--- config.mk ---
export PLATFORM = sky130hd
export DESIGN_NAME = dual_issue_iq
export DESIGN_NICKNAME = d
export VERILOG_FILES = /design/src/rtl/dual_issue_iq.sv
export SDC_FILE = /design/constraint.sdc
export NUM_CORES = 1
export LEC_CHECK = 0
export BUFFER_PORTS_ARGS = -buffer_cell sky130_fd_sc_hd__buf_2
export CAP_MARGIN = 25
export CORE_ASPECT_RATIO = 0.75
export CORE_MARGIN = 1.5
export CORE_UTILIZATION = 36
export CTS_CLUSTER_DIAMETER = 120
export DETAILED_ROUTE_END_ITERATION = 16
export SYNTH_ARGS = -nofsm -noshare
export SYNTH_HDL_FRONTEND = slang
export SYNTH_SLANG_ARGS = --single-unit
--- constraint.sdc ---
create_clock -name clk -period 5.3 [get_ports clk]
set_input_delay 0.265 -clock clk [delete_from_list [all_inputs] [get_ports clk]]
set_output_delay 0.265 -clock clk [all_outputs]
set_load 0.005 [all_outputs]
--- src/rtl/dual_issue_iq.sv ---
// dual_issue_iq -- two-wide in-order instruction queue.
//
// A single circular buffer shared by two enqueue lanes and two dequeue lanes.
// Enqueued words are compacted, so there are never holes in the buffer. The
// head two entries are presented show-ahead, straight from registered storage.
//
// Ports
//   clk, rst_n                    clock, synchronous active-low reset
//   flush                         drop every queued entry
//   instruction_1/_val_1          older enqueue word {type,dest,src1,src0}
//   instruction_2/_val_2          younger enqueue word, same layout
//   enq_ready                     at least two free entries this cycle
//   inst_1_fetch / inst_2_fetch   consumer takes head / head+1
//   inst_1_* / inst_2_*           head / head+1 entry and its valid
//   occupancy                     entries held
//   empty, almost_full, overflow  status; overflow is sticky until reset
module dual_issue_iq #(
  parameter int INS_PART_WID = 4,
  parameter int QUEUE_DEPTH  = 32,
  parameter int AFULL_THRESH = 28,
  localparam int PTR_WIDTH   = $clog2(QUEUE_DEPTH)
) (
  input  logic                      clk,
  input  logic                      rst_n,
  input  logic                      flush,
  input  logic [INS_PART_WID*4-1:0] instruction_1,
  input  logic                      instruction_val_1,
  input  logic [INS_PART_WID*4-1:0] instruction_2,
  input  logic                      instruction_val_2,
  output logic                      enq_ready,
  input  logic                      inst_1_fetch,
  input  logic                      inst_2_fetch,
  output logic                      inst_1_valid,
  output logic [INS_PART_WID-1:0]   inst_1_type,
  output logic [INS_PART_WID-1:0]   inst_1_dest,
  output logic [INS_PART_WID-1:0]   inst_1_src0,
  output logic [INS_PART_WID-1:0]   inst_1_src1,
  output logic                      inst_2_valid,
  output logic [INS_PART_WID-1:0]   inst_2_type,
  output logic [INS_PART_WID-1:0]   inst_2_dest,
  output logic [INS_PART_WID-1:0]   inst_2_src0,
  output logic [INS_PART_WID-1:0]   inst_2_src1,
  output logic [PTR_WIDTH:0]        occupancy,
  output logic                      empty,
  output logic                      almost_full,
  output logic                      overflow
);

  localparam int INS_WID = INS_PART_WID * 4;
  localparam int W       = INS_PART_WID;

  typedef logic [PTR_WIDTH-1:0] ptr_t;
  typedef logic [PTR_WIDTH:0]   occ_t;

  logic [INS_WID-1:0] mem_q [QUEUE_DEPTH];

  ptr_t wr_ptr_q, wr_ptr_d;
  ptr_t rd_ptr_q, rd_ptr_d;
  occ_t occ_q, occ_d;
  logic overflow_q, overflow_d;

  logic               we0, we1;
  ptr_t               wa0, wa1;
  logic [INS_WID-1:0] wd0, wd1;
  occ_t               n_enq, n_deq;
  ptr_t               rd_ptr_p1;
  logic [INS_WID-1:0] head0, head1;

  // Ready is judged on current occupancy only; a same-cycle dequeue earns no credit.
  assign enq_ready    = (occ_q <= occ_t'(QUEUE_DEPTH - 2));
  assign inst_1_valid = (occ_q >= occ_t'(1));
  assign inst_2_valid = (occ_q >= occ_t'(2));
  assign empty        = (occ_q == '0);
  assign almost_full  = (occ_q >= occ_t'(AFULL_THRESH));
  assign occupancy    = occ_q;
  assign overflow     = overflow_q;

  assign rd_ptr_p1 = rd_ptr_q + ptr_t'(1);
  assign head0     = mem_q[rd_ptr_q];
  assign head1     = mem_q[rd_ptr_p1];

  assign inst_1_type = head0[4*W-1:3*W];
  assign inst_1_dest = head0[3*W-1:2*W];
  assign inst_1_src1 = head0[2*W-1:W];
  assign inst_1_src0 = head0[W-1:0];
  assign inst_2_type = head1[4*W-1:3*W];
  assign inst_2_dest = head1[3*W-1:2*W];
  assign inst_2_src1 = head1[2*W-1:W];
  assign inst_2_src0 = head1[W-1:0];

  always_comb begin
    wr_ptr_d   = wr_ptr_q;
    rd_ptr_d   = rd_ptr_q;
    occ_d      = occ_q;
    overflow_d = overflow_q;
    we0        = 1'b0;
    we1        = 1'b0;
    wa0        = wr_ptr_q;
    wa1        = wr_ptr_q + ptr_t'(1);
    wd0        = instruction_1;
    wd1        = instruction_2;
    n_enq      = '0;
    n_deq      = '0;

    if (flush) begin
      wr_ptr_d = '0;
      rd_ptr_d = '0;
      occ_d    = '0;
    end else begin
      if (enq_ready) begin
        if (instruction_val_1 && instruction_val_2) begin
          we0   = 1'b1;
          we1   = 1'b1;
          n_enq = occ_t'(2);
        end else if (instruction_val_1) begin
          we0   = 1'b1;
          n_enq = occ_t'(1);
        end else if (instruction_val_2) begin
          // A lone younger word slides into the older slot so no hole is left.
          we0   = 1'b1;
          wd0   = instruction_2;
          n_enq = occ_t'(1);
        end
      end else if (instruction_val_1 || instruction_val_2) begin
        overflow_d = 1'b1;
      end

      // Lane 2 can only issue alongside lane 1 to keep issue in order.
      if (inst_1_fetch && inst_1_valid) begin
        n_deq = (inst_2_fetch && inst_2_valid) ? occ_t'(2) : occ_t'(1);
      end

      wr_ptr_d = wr_ptr_q + ptr_t'(n_enq);
      rd_ptr_d = rd_ptr_q + ptr_t'(n_deq);
      occ_d    = occ_q + n_enq - n_deq;
    end
  end

  always_ff @(posedge clk) begin
    if (!rst_n) begin
      wr_ptr_q   <= '0;
      rd_ptr_q   <= '0;
      occ_q      <= '0;
      overflow_q <= 1'b0;
    end else begin
      wr_ptr_q   <= wr_ptr_d;
      rd_ptr_q   <= rd_ptr_d;
      occ_q      <= occ_d;
      overflow_q <= overflow_d;
    end
  end

  // Storage carries no reset; the valid flags alone say what is meaningful.
  always_ff @(posedge clk) begin
    if (we0) mem_q[wa0] <= wd0;
    if (we1) mem_q[wa1] <= wd1;
  end

endmodule

# Word-level counts from Yosys, hierarchy flattened
# Memories as Yosys holds them, arrays and structs flattened. A register that Yosys moved wholly into a read port is not among the register bits.
# Index checks and enable logic that the tools add are counted.
# word_totals
output_inout_bits,44
mem_bits_rw,512
mem_bits_ro,0
inputBits,39
n_memories,1
ff_bits,17
latchBits,0
# op_classes
n_div,0
bitwise_logic,3
n_addsub,6
muxes,26
reduce_logical,7
mul,0
magnitude_cmp,4
n_eq_ne,0
shift,0
# mem_list
memory,words,word_bits,rd,rd_clocked_by_memory_dff,wr,line_no,text
mem_q,32,16,2,1,2,55,logic [INS_WID-1:0] mem_q [QUEUE_DEPTH];
# ops
op,n
16-bit 2-to-1 mux,5
1-bit 2-to-1 mux,14
6-bit 2-to-1 mux,2
"5-bit by 1-bit adder with 5-bit output, second input constant",2
5-bit adder,2
2-bit 2-to-1 mux,4
6-bit adder,1
"6-bit by 1-bit greater-or-equal comparator with 1-bit output, second input constant",1
"6-bit by 2-bit greater-or-equal comparator with 1-bit output, second input constant",1
"6-bit by 5-bit greater-or-equal comparator with 1-bit output, second input constant",1
"6-bit by 5-bit less-or-equal comparator with 1-bit output, second input constant",1
6-bit zero test,1
6-bit subtractor,1
5-bit 2-to-1 mux,1
1-bit logical AND,3
1-bit inverter,3
3-bit AND reduction,1
2-bit OR reduction,1
1-bit logical OR,1

# Longest topological paths before layout
# Gate-level depths: netlist of the first run.
# logic_depth
ltp_word,7
depth_mapped,16
mapped_depth_nobuf,15

# Worst setup path after synthesis of the first run
# Ideal clock, no wire load.
# synth_path
path_kind,register -> register
startpoint,register occ_q[5] (netlist: occupancy[5])
endpoint,"memory mem_q[19][0] in the netlist's numbering, enable pin"
stages_incl_launch_ff,9
path_buffers,2
t_arrival_ps,3431
required_time_ps,4889
slack_ps,1457
setup_time_ps,411
path_cell_list,dfxtp_1 > buf_2 > inv_1 > ha_1 > and4_1 > buf_6 > a2111oi_0 > nand3_1 > o21ai_0
# synth_lines
element,line_no,text
start: declaration,59,"occ_t occ_q, occ_d;"
start signal: assignment,143,occ_q <= '0;
start signal: assignment,148,occ_q <= occ_d;
end: declaration,55,

# Final worst setup path of the first run
# layout_path
startpoint,register rd_ptr_q[0]
endpoint,output inst_2_dest[3]
# layout_via
elab_chain_cells,2
# layout_lines
element,line_no,text
start: declaration,58,"ptr_t rd_ptr_q, rd_ptr_d;"
start signal: assignment,147,rd_ptr_q <= rd_ptr_d;
5-bit by 1-bit adder with 5-bit output,78,assign rd_ptr_p1 = rd_ptr_q + ptr_t'(1);
memory read 32 x 16 bit,--,
end: declaration,40,"output logic [INS_PART_WID-1:0] inst_2_dest,"
# Every way passes these cells.

==> impl_metrics.py, run 1 <==
metrics = {
    "synth": {
        "ys_async_sr_fraction_pct": 0,
        "syn-num-nets": 2110,
        "ys_seq_area_share_pct": 48.76,
        "synthFlopType": "edfxtp_1",
        "ys_ff_latch": 529,
        "syn_area_per_cell_um2": 15.76,
        "synth_area_um2": 32230,
        "syn_inst": 2045,
        "yosys_warnings": 0,
        "synth_edf_count": 512,
        "synth_cell_types": 63,
    },
    "drt": {
        "ant_nets": 0,
        "drcViolationCount": 0,
        "via_per_inst": 6.417,
        "drtIter0Drc": 3114,
        "finalWirelength_mm": 113.4,
        "avgRoutedWirePerCell_um": 35.10,
        "drt_pre_antenna_iters": 6,
        "vias": 20730,
    },
    "sta": {
        "setup_viol": 0,
        "period_minus_slack_ns": 4.764,
        "slew_headroom_pct": 23.70,
        "rsz0062_at_grt": "false",
        "tightest_slew_ns": 1.138,
        "hold_viol": 0,
        "skew_ns": 0.01934,
        "clock.fmax_ghz": 0.2099,
        "slew_violations": 0,
        "fin_crit_sh_pct": 89.88,
        "fin_setup_tns_ns": 0,
    },
    "place": {
        "place.gp.congestion": 0.9431,
        "post-dp-hpwl_mm": 74.63,
        "portBuffers": 82,
        "placed_cell_area_um2": 33950,
    },
    "power_and_ir_drop": {
        "combPwrFrac_pct": 28.1,
        "leakage_uw": 0.01117,
        "switchingPower_uw": 3704,
        "power.share.switching_pct": 30.93,
        "power.share.sequential_pct": 40.0,
        "power.density_nw_per_um2": 335.0,
        "ir_worst_vdd_mv": 0.2316,
        "pwr-share-clk_pct": 31.9,
        "power.internal_uw": 8271,
    },
    "clock_tree": {
        "numCtsBuffers": 56,
        "cts_max_level": 2,
        "cts_root_buffer": "clkbuf_16",
        "cts_setup_buffers": 0,
        "clockBufferDepth": 3,
        "clkLatencyLatePin_ns": 0.64,
        "path_clk_slew_ns": 0.06,
        "cts.sinks": 529,
        "cts_tree": "yes",
    },
    "die": {
        "rows": 94,
        "start_util_pct": 36.54,
        "dieWidth_um": 348.5,
        "die_area_um2": 91350,
        "io_pins": 83,
        "die_h_um": 262.1,
        "core_um2": 88210,
    },
    "setup_path": {
        "arrival_ns": 4.50,
        "cp_max_fo": 40,
        "crit_path_start_kind": "flop",
        "endpoint_kind": "output port",
        "cp_data_required_time_ns": 5.04,
        "critPathKind": "reg -> out",
    },
    "layout": {
        "final_nets": 2096,
        "final_core_util_pct": 40.52,
        "fill_cells": 7981,
        "most-common-layout-cells": "mux2_2 (560), edfxtp_1 (512), mux4_2 (256), buf_2 (83), clkbuf_16 (57)",
        "fin_area_um2": 35750,
        "drive_above_1_share_pct": 54.17,
        "layout_commonest_cell": "mux2_2",
        "area.growth.synth_to_final_pct": 10.91,
    },
    "global_route": {
        "grt_max_degree": 138,
        "antenna_found_initial": 3,
        "grt_usage_pct": 24.57,
        "first_global_vias": 20160,
        "gr-total-overflow": 0,
        "grt_pass1_wl_mm": 158.1,
    },
    "run": {
        "maxCapViolCount": 0,
    },
    "min_path": {
        "holdCritPathClass": "in -> reg",
    },
    "run_status": {
        "status": "completed",
    },
}
## area by class of cell
class,instances,area (um2),area share (%)
Multi-Input combinational cell,1252,15450,43.22
Antenna cell,3,7.507,0.02100
Timing Repair Buffer,170,1349,3.773
Clock buffer,80,1543,4.316
Inverter,22,82.58,0.2310
Tap cell,1152,1441,4.032
Clock inverter,22,148.9,0.4165
Sequential cell,529,15720,43.99
## registers in the layout, indices dropped and copies added (netlist names)
register and count:
overflow 1, mem_q 512, occupancy 6, rd_ptr_q 5, wa0 5
## what timing repair did
item,CTS,global route
hold buffers,1,0
gates resized for setup,0,0
hold endpoints to repair,1,0
## worst paths after layout
path	from	depth (start not counted)	end	slack [ns]
max	rd_ptr_q[0]	6	inst_2_dest[3]	0.54
min	flush	3	overflow	0.18
max reg2reg	occupancy[5]	8	mem_q[10][7]	1.06
min reg2reg	overflow	1	overflow	0.48
## power groups by stage
stage	Combinational [uW]	Sequential, uW	Clock, uW
floorplan	2150	4810	0
global placement	3230	4870	0
detailed placement	3270	4880	0
CTS	3290	4790	3850
global route	3520	4800	4000
finish	3370	4790	3820
## kinds of logic after synthesis
group / count (synthesis) / share of synthesized area, %
compound gates: 203 / 4.352
xor+xnor: 9 / 0.2446
fa+ha+maj: 26 / 1.103
buf+inv: 264 / 3.832
flops: 529 / 48.76
mux: 849 / 38.52
simple gates: 165 / 3.191
## Yosys cell counts (27+ instances only)
cell,instances,area (um2)
o22ai_1,33,206.5
edfxtp_1,512,15370
mux4_2,256,5766
a21oi_1,56,280.3
mux2i_1,32,320.3
buf_2,87,435.4
nor2b_1,39,244.0
o21ai_0,27,135.1
mux2_2,560,6306
clkbuf_1,109,409.1
## per-layer routing
layer  track usage (%)  vias to the layer above  routed length (um)
met1             33.98                    10990               45980
met3             9.187                      157               15330
li1                  -                     8292                   -
met5                 0                        -                  13
met4             5.399                        2                2446
met2             36.78                     1288               49610
## worst max-delay path, cell delays in order, from the launching register on
cell and delay (ns):
dfxtp_4 0.72, buf_4 0.66, buf_4 0.50, mux4_2 0.55, a211oi_1 0.92, nor4_1 0.23
buf_2 0.21
## stage by stage
stage	setup slack [ns]	power (uW)	std cells	hold slack (ns)
2_1_floorplan	1.457	6954	2045	0.3827
3_5_place_dp	1.141	8144	3116	0.4615
6_report	0.5363	11980	3230	0.1764
3_3_place_gp	1.144	8099	3096	0.4551
5_1_grt	0.4579	12330	3227	0.2110
4_1_cts	0.7174	11930	3219	0.1535
Power figures use the tool's default switching activity.
==> run 2, diff against run 1 <==
Settings changed: RECOVER_POWER set to 50, SKIP_CTS_REPAIR_TIMING set to 1.
==> impl_metrics.py, run 2 (same netlist as run 1, synthesis figures left out) <==
metrics = {
    "global_route": {
        "grt_pass1_wl_mm": 158.1,
        "first_global_vias": 20160,
        "antenna_found_initial": 3,
        "grt_max_degree": 138,
        "gr-total-overflow": 0,
        "grt_usage_pct": 24.56,
    },
    "layout": {
        "layout_commonest_cell": "mux2_2",
        "area.growth.synth_to_final_pct": 9.888,
        "final_nets": 2096,
        "regMostFlops": "mem_q",
        "most-common-layout-cells": "mux2_2 (548), edfxtp_1 (512), mux4_2 (256), buf_2 (77), clkbuf_16 (57)",
        "fill_cells": 8059,
        "drive_above_1_share_pct": 50.46,
        "largest_reg_flops": 512,
        "finalNonFillerCells": 3229,
    },
    "setup_path": {
        "critPathKind": "reg -> reg",
        "slowest_delay_ns": 0.97,
        "cp_data_required_time_ns": 5.65,
        "critPathTopFamily": "buffers and inverters",
        "cp_max_fo": 17,
        "endpoint_kind": "flop",
        "path_cells": "inv_1 > ha_1 > and4_1 > a2111oi_0 > clkbuf_1 > and4_1 > clkbuf_1 > o21bai_2 > buf_16",
        "crit_path_start_kind": "flop",
        "cp_num_buf_inv": 4,
        "slowest_stage": "clkbuf_1",
        "arrival_ns": 5.35,
    },
    "clock_tree": {
        "clkLatencyLatePin_ns": 0.65,
        "path_clk_slew_ns": 0.06,
        "cts_root_buffer": "clkbuf_16",
        "clockBufferDepth": 3,
        "cts.sinks": 529,
        "cts_tree": "yes",
        "cts_max_level": 2,
        "numCtsBuffers": 56,
    },
    "place": {
        "post-dp-hpwl_mm": 74.63,
        "portBuffers": 82,
        "post-place-cells": 3116,
        "place_ws_ns": 1.141,
        "place.gp.congestion": 0.9431,
    },
    "sta": {
        "fin_crit_sh_pct": 94.49,
        "skew_ns": 0.01911,
        "fin_setup_tns_ns": 0,
        "clock.fmax_ghz": 0.1997,
        "hold_viol": 0,
        "tightest_slew_ns": 1.932,
        "setup_viol": 0,
        "slew_violations": 185,
        "rsz0062_at_grt": "false",
        "fin_ws_ns": 0.2923,
        "slew_headroom_pct": -30.15,
        "period_minus_slack_ns": 5.008,
    },
    "drt": {
        "ant_nets": 0,
        "avgRoutedWirePerCell_um": 35.18,
        "drt_pre_antenna_iters": 6,
        "drtIter0Drc": 3392,
        "drcViolationCount": 0,
        "finalWirelength_mm": 113.6,
        "vias": 20880,
        "via_per_inst": 6.466,
    },
    "die": {
        "dieWidth_um": 348.5,
        "start_util_pct": 36.54,
        "io_pins": 83,
        "rows": 94,
        "core_um2": 88210,
        "die_h_um": 262.1,
        "die_area_um2": 91350,
    },
    "min_path": {
        "holdCritPathClass": "in -> reg",
    },
    "run_status": {
        "status": "finished with violations",
        "violations": "max-capacitance violations, max-slew violations",
    },
    "power_and_ir_drop": {
        "power.density_nw_per_um2": 337.6,
        "ir_worst_vdd_mv": 0.2318,
        "leakage_uw": 0.01097,
    },
    "run": {
        "maxCapViolCount": 7,
    },
}
-- run 2: worst register-to-register path: stages, from the launching register on --
cell	delay (ns)
dfxtp_1	0.56
inv_1	0.22
ha_1	0.29
and4_1	0.30
a2111oi_0	0.55
clkbuf_1	0.87
and4_1	0.31
clkbuf_1	0.97
o21bai_2	0.41
buf_16	0.22
-- run 2: path summary, 6_finish.rpt --
| path | end | slack, ns | cells after the start | from |
|---|---|---|---|---|
| worst min register to register | overflow | 0.47 | 1 | overflow |
| worst max-delay path | mem_q[30][9] | 0.29 | 9 | occupancy[5] |
| worst min-delay path | overflow | 0.13 | 3 | flush |
| worst max register to register | mem_q[30][9] | 0.29 | 9 | occupancy[5] |
-- run 2: cell type report --
cell class	instances	area [um2]	area share, %
Clock buffer	80	1543	4.356
Multi-Input combinational cell	1252	15300	43.20
Tap cell	1152	1441	4.070
Sequential cell	529	15720	44.40
Clock inverter	22	148.9	0.4204
Timing Repair Buffer	170	1171	3.307
Inverter	22	82.58	0.2332
Antenna cell	2	5.005	0.01413
-- run 2: power breakdown --
part           switching, uW  total (uW)  internal, uW
sequential               102        4790          4680
clock                   1710        3820          2100
combinational           1880        3350          1470
-- run 2: through the flow --
step / instance area [um2] / util, % / total power, uW / hold slack, ns
2_1_floorplan: 32230 / - / 6954 / 0.3827
3_3_place_gp: 33590 / 38.08 / 8099 / 0.4551
3_5_place_dp: 33950 / 38.49 / 8144 / 0.4615
4_1_cts: 35650 / 40.41 / 11930 / -0.1603
5_1_grt: 35410 / 40.14 / 12310 / 0.1492
6_report: 35420 / 40.15 / 11960 / 0.1315
-- run 2: metal layers --
metal	wire [um]	global-route usage (%)	up-vias
li1	-	-	8293
met1	45510	33.97	11080
met2	49610	36.78	1341
met3	15890	9.187	160
met4	2582	5.399	2
met5	13	0	-
==> run 3, diff against run 2 <==
Settings changed: ABC_AREA set to 1.
==> impl_metrics.py, run 3 <==
metrics = {
    "drt": {
        "drtIter0Drc": 5836,
        "drcViolationCount": 0,
        "drt_pre_antenna_iters": 8,
        "avgRoutedWirePerCell_um": 23.51,
        "vias": 37840,
        "via_per_inst": 5.573,
        "ant_nets": 0,
        "finalWirelength_mm": 159.6,
    },
    "setup_path": {
        "cp_max_fo": 17,
        "endpoint_kind": "flop",
        "critPathKind": "reg -> reg",
        "cp_data_required_time_ns": 5.65,
        "crit_path_start_kind": "flop",
        "slowest_delay_ns": 0.92,
        "slowest_stage": "clkbuf_1",
        "critPathTopFamily": "simple AND/OR/NAND/NOR gates",
        "arrival_ns": 5.16,
        "path_cells": "inv_1 > ha_1 > nand3_1 > nand2_1 > o21ai_0 > nor3_4 > clkbuf_1 > nand2_1 > o21ai_0 > buf_8",
        "reg2reg_slack_ns": 0.50,
        "cp_num_buf_inv": 3,
    },
    "sta": {
        "whs_ns": 0.06240,
        "period_minus_slack_ns": 4.804,
        "clock.fmax_ghz": 0.2082,
        "skew_ns": 0.03789,
        "fin_setup_tns_ns": 0,
        "setup_viol": 0,
        "slew_headroom_pct": -0.08005,
        "rsz0062_at_grt": "false",
        "hold_viol": 0,
        "tightest_slew_ns": 1.501,
        "fin_ws_ns": 0.4962,
        "fin_crit_sh_pct": 90.64,
        "slew_violations": 31,
    },
    "place": {
        "portBuffers": 82,
        "place.gp.congestion": 0.9993,
        "post-dp-hpwl_mm": 101.6,
        "place_ws_ns": 1.740,
        "placed_cell_area_um2": 38320,
    },
    "global_route": {
        "grt_usage_pct": 30.24,
        "grt_pass1_wl_mm": 232.7,
        "gr-total-overflow": 0,
        "first_global_vias": 34310,
        "antenna_found_initial": 5,
        "grt_max_degree": 169,
    },
    "clock_tree": {
        "numCtsBuffers": 57,
        "clockBufferDepth": 3,
        "cts_tree": "yes",
        "cts.sinks": 529,
        "cts_root_buffer": "clkbuf_16",
        "cts_max_level": 2,
        "clkLatencyLatePin_ns": 0.67,
        "path_clk_slew_ns": 0.06,
    },
    "synth": {
        "synthMostInstantiatedCell": "nand2_1",
        "synth_common_cells": "nand2_1 (2498), nand3_1 (1225), inv_1 (566)",
        "synth_area_um2": 36810,
        "syn_area_per_cell_um2": 6.638,
        "yosys_warnings": 0,
        "synth_cell_types": 29,
        "syn_inst": 5546,
        "synth_area_leaders": "edfxtp_1 (42%), nand2_1 (25%), nand3_1 (17%)",
        "ys_async_sr_fraction_pct": 0,
        "synth_top_area_cell": "edfxtp_1",
        "synthFlopType": "edfxtp_1",
        "syn-num-nets": 5611,
        "ys_ff_latch": 529,
        "ys_seq_area_share_pct": 42.69,
        "synth_top_area_share_pct": 41.76,
        "synth_edf_count": 512,
    },
    "die": {
        "io_pins": 83,
        "die_area_um2": 104200,
        "rows": 101,
        "core_um2": 101200,
        "start_util_pct": 36.37,
        "dieWidth_um": 372.2,
        "die_h_um": 279.9,
    },
    "power_and_ir_drop": {
        "power.density_nw_per_um2": 341.0,
        "ir_worst_vdd_mv": 0.2307,
        "leakage_uw": 0.01945,
    },
    "layout": {
        "drive_above_1_share_pct": 6.037,
        "final_nets": 5468,
        "layout_commonest_cell": "nand2_1",
        "area.growth.synth_to_final_pct": 9.183,
        "final_core_util_pct": 39.71,
        "regMostFlops": "mem_q",
        "most-common-layout-cells": "nand2_1 (2499), nand3_1 (1225), inv_1 (565), edfxtp_1 (512), nor2_1 (169)",
        "largest_reg_flops": 512,
        "fin_area_um2": 40190,
        "n_antenna_cell": 0,
    },
    "run": {
        "maxCapViolCount": 1,
    },
    "min_path": {
        "holdCritPathClass": "in -> reg",
    },
    "run_status": {
        "violations": "max-capacitance violations, max-slew violations",
        "status": "finished with violations",
    },
}
## run 3: cell count changes in the layout (fill, tap and decap cells not counted), moves of 20 or more
cell / before / now
nand2_1: 23 / 2499
nand3_1: 6 / 1225
mux2_2: 548 / 0
inv_1: 22 / 565
mux4_2: 256 / 0
nor2_1: 12 / 169
buf_4: 32 / 121
a21oi_1: 56 / 12
nor2b_1: 39 / 0
o22ai_1: 33 / 0
mux2i_1: 32 / 0
clkbuf_1: 54 / 28
a211oi_1: 20 / 0
## run 3: final timing paths
kind / start / end / cells after the start
worst max-delay path: occupancy[5] / mem_q[15][7] / 10
worst min-delay path: instruction_val_2 / overflow / 4
worst max register to register: occupancy[5] / mem_q[15][7] / 10
worst min register to register: rd_ptr_q[4] / rd_ptr_q[4] / 1
## run 3: cell families after synthesis
kind of cell / Yosys count / share of synthesized area [%]
compound gates: 59 / 0.8599
xor+xnor: 5 / 0.1190
fa+ha+maj: 26 / 0.9653
buf+inv: 1016 / 11.18
flops: 529 / 42.69
simple gates: 3911 / 44.18
## run 3: worst register-to-register path: cells and delay by family (launching register included)
family / cells / cell delay (ns)
buffers and inverters: 3 / 1.33
AO/OA/AOI/OAI: 2 / 0.86
adder cells (fa/ha/maj): 1 / 0.18
AND/OR/NAND/NOR: 4 / 1.78
flip-flops: 1 / 0.33
## run 3: cell type report
cell class              count  area [um2]
flip-flops and latches    529       15720
clock buffers              65        1456
inverters                 572        2160
well taps                1339        1675
repair buffers            242        1669
clock inverters            41       486.7
multi-input cells        4001       17020
fillers                 10440       61030
## run 3: report_power, final
group | internal [uW] | leakage (uW) | switching (uW) | total [uW]
Clock | 2500 | 0.000934 | 1900 | 4400
Combinational | 1190 | 0.0138 | 3360 | 4550
Sequential | 4700 | 0.00476 | 50.8 | 4750
Total | 8390 | 0.0194 | 5310 | 13700
## run 3: per-layer routing
metal	up-vias	part of all wire, %	global-route usage [%]
met3	430	15	9.183
met2	2652	40	42.58
li1	17260	-	-
met5	-	0.14	1.407
met4	6	4.6	12.37
met1	17490	40	42.55
## run 3: metrics by stage
| step | cells | total power [uW] |
|---|---|---|
| CTS | 6786 | 13580 |
| global route | 6789 | 14240 |
| floorplan | 5546 | 7577 |
| finish | 6789 | 13700 |
| detailed placement | 6680 | 9246 |
| global placement | 6677 | 9206 |
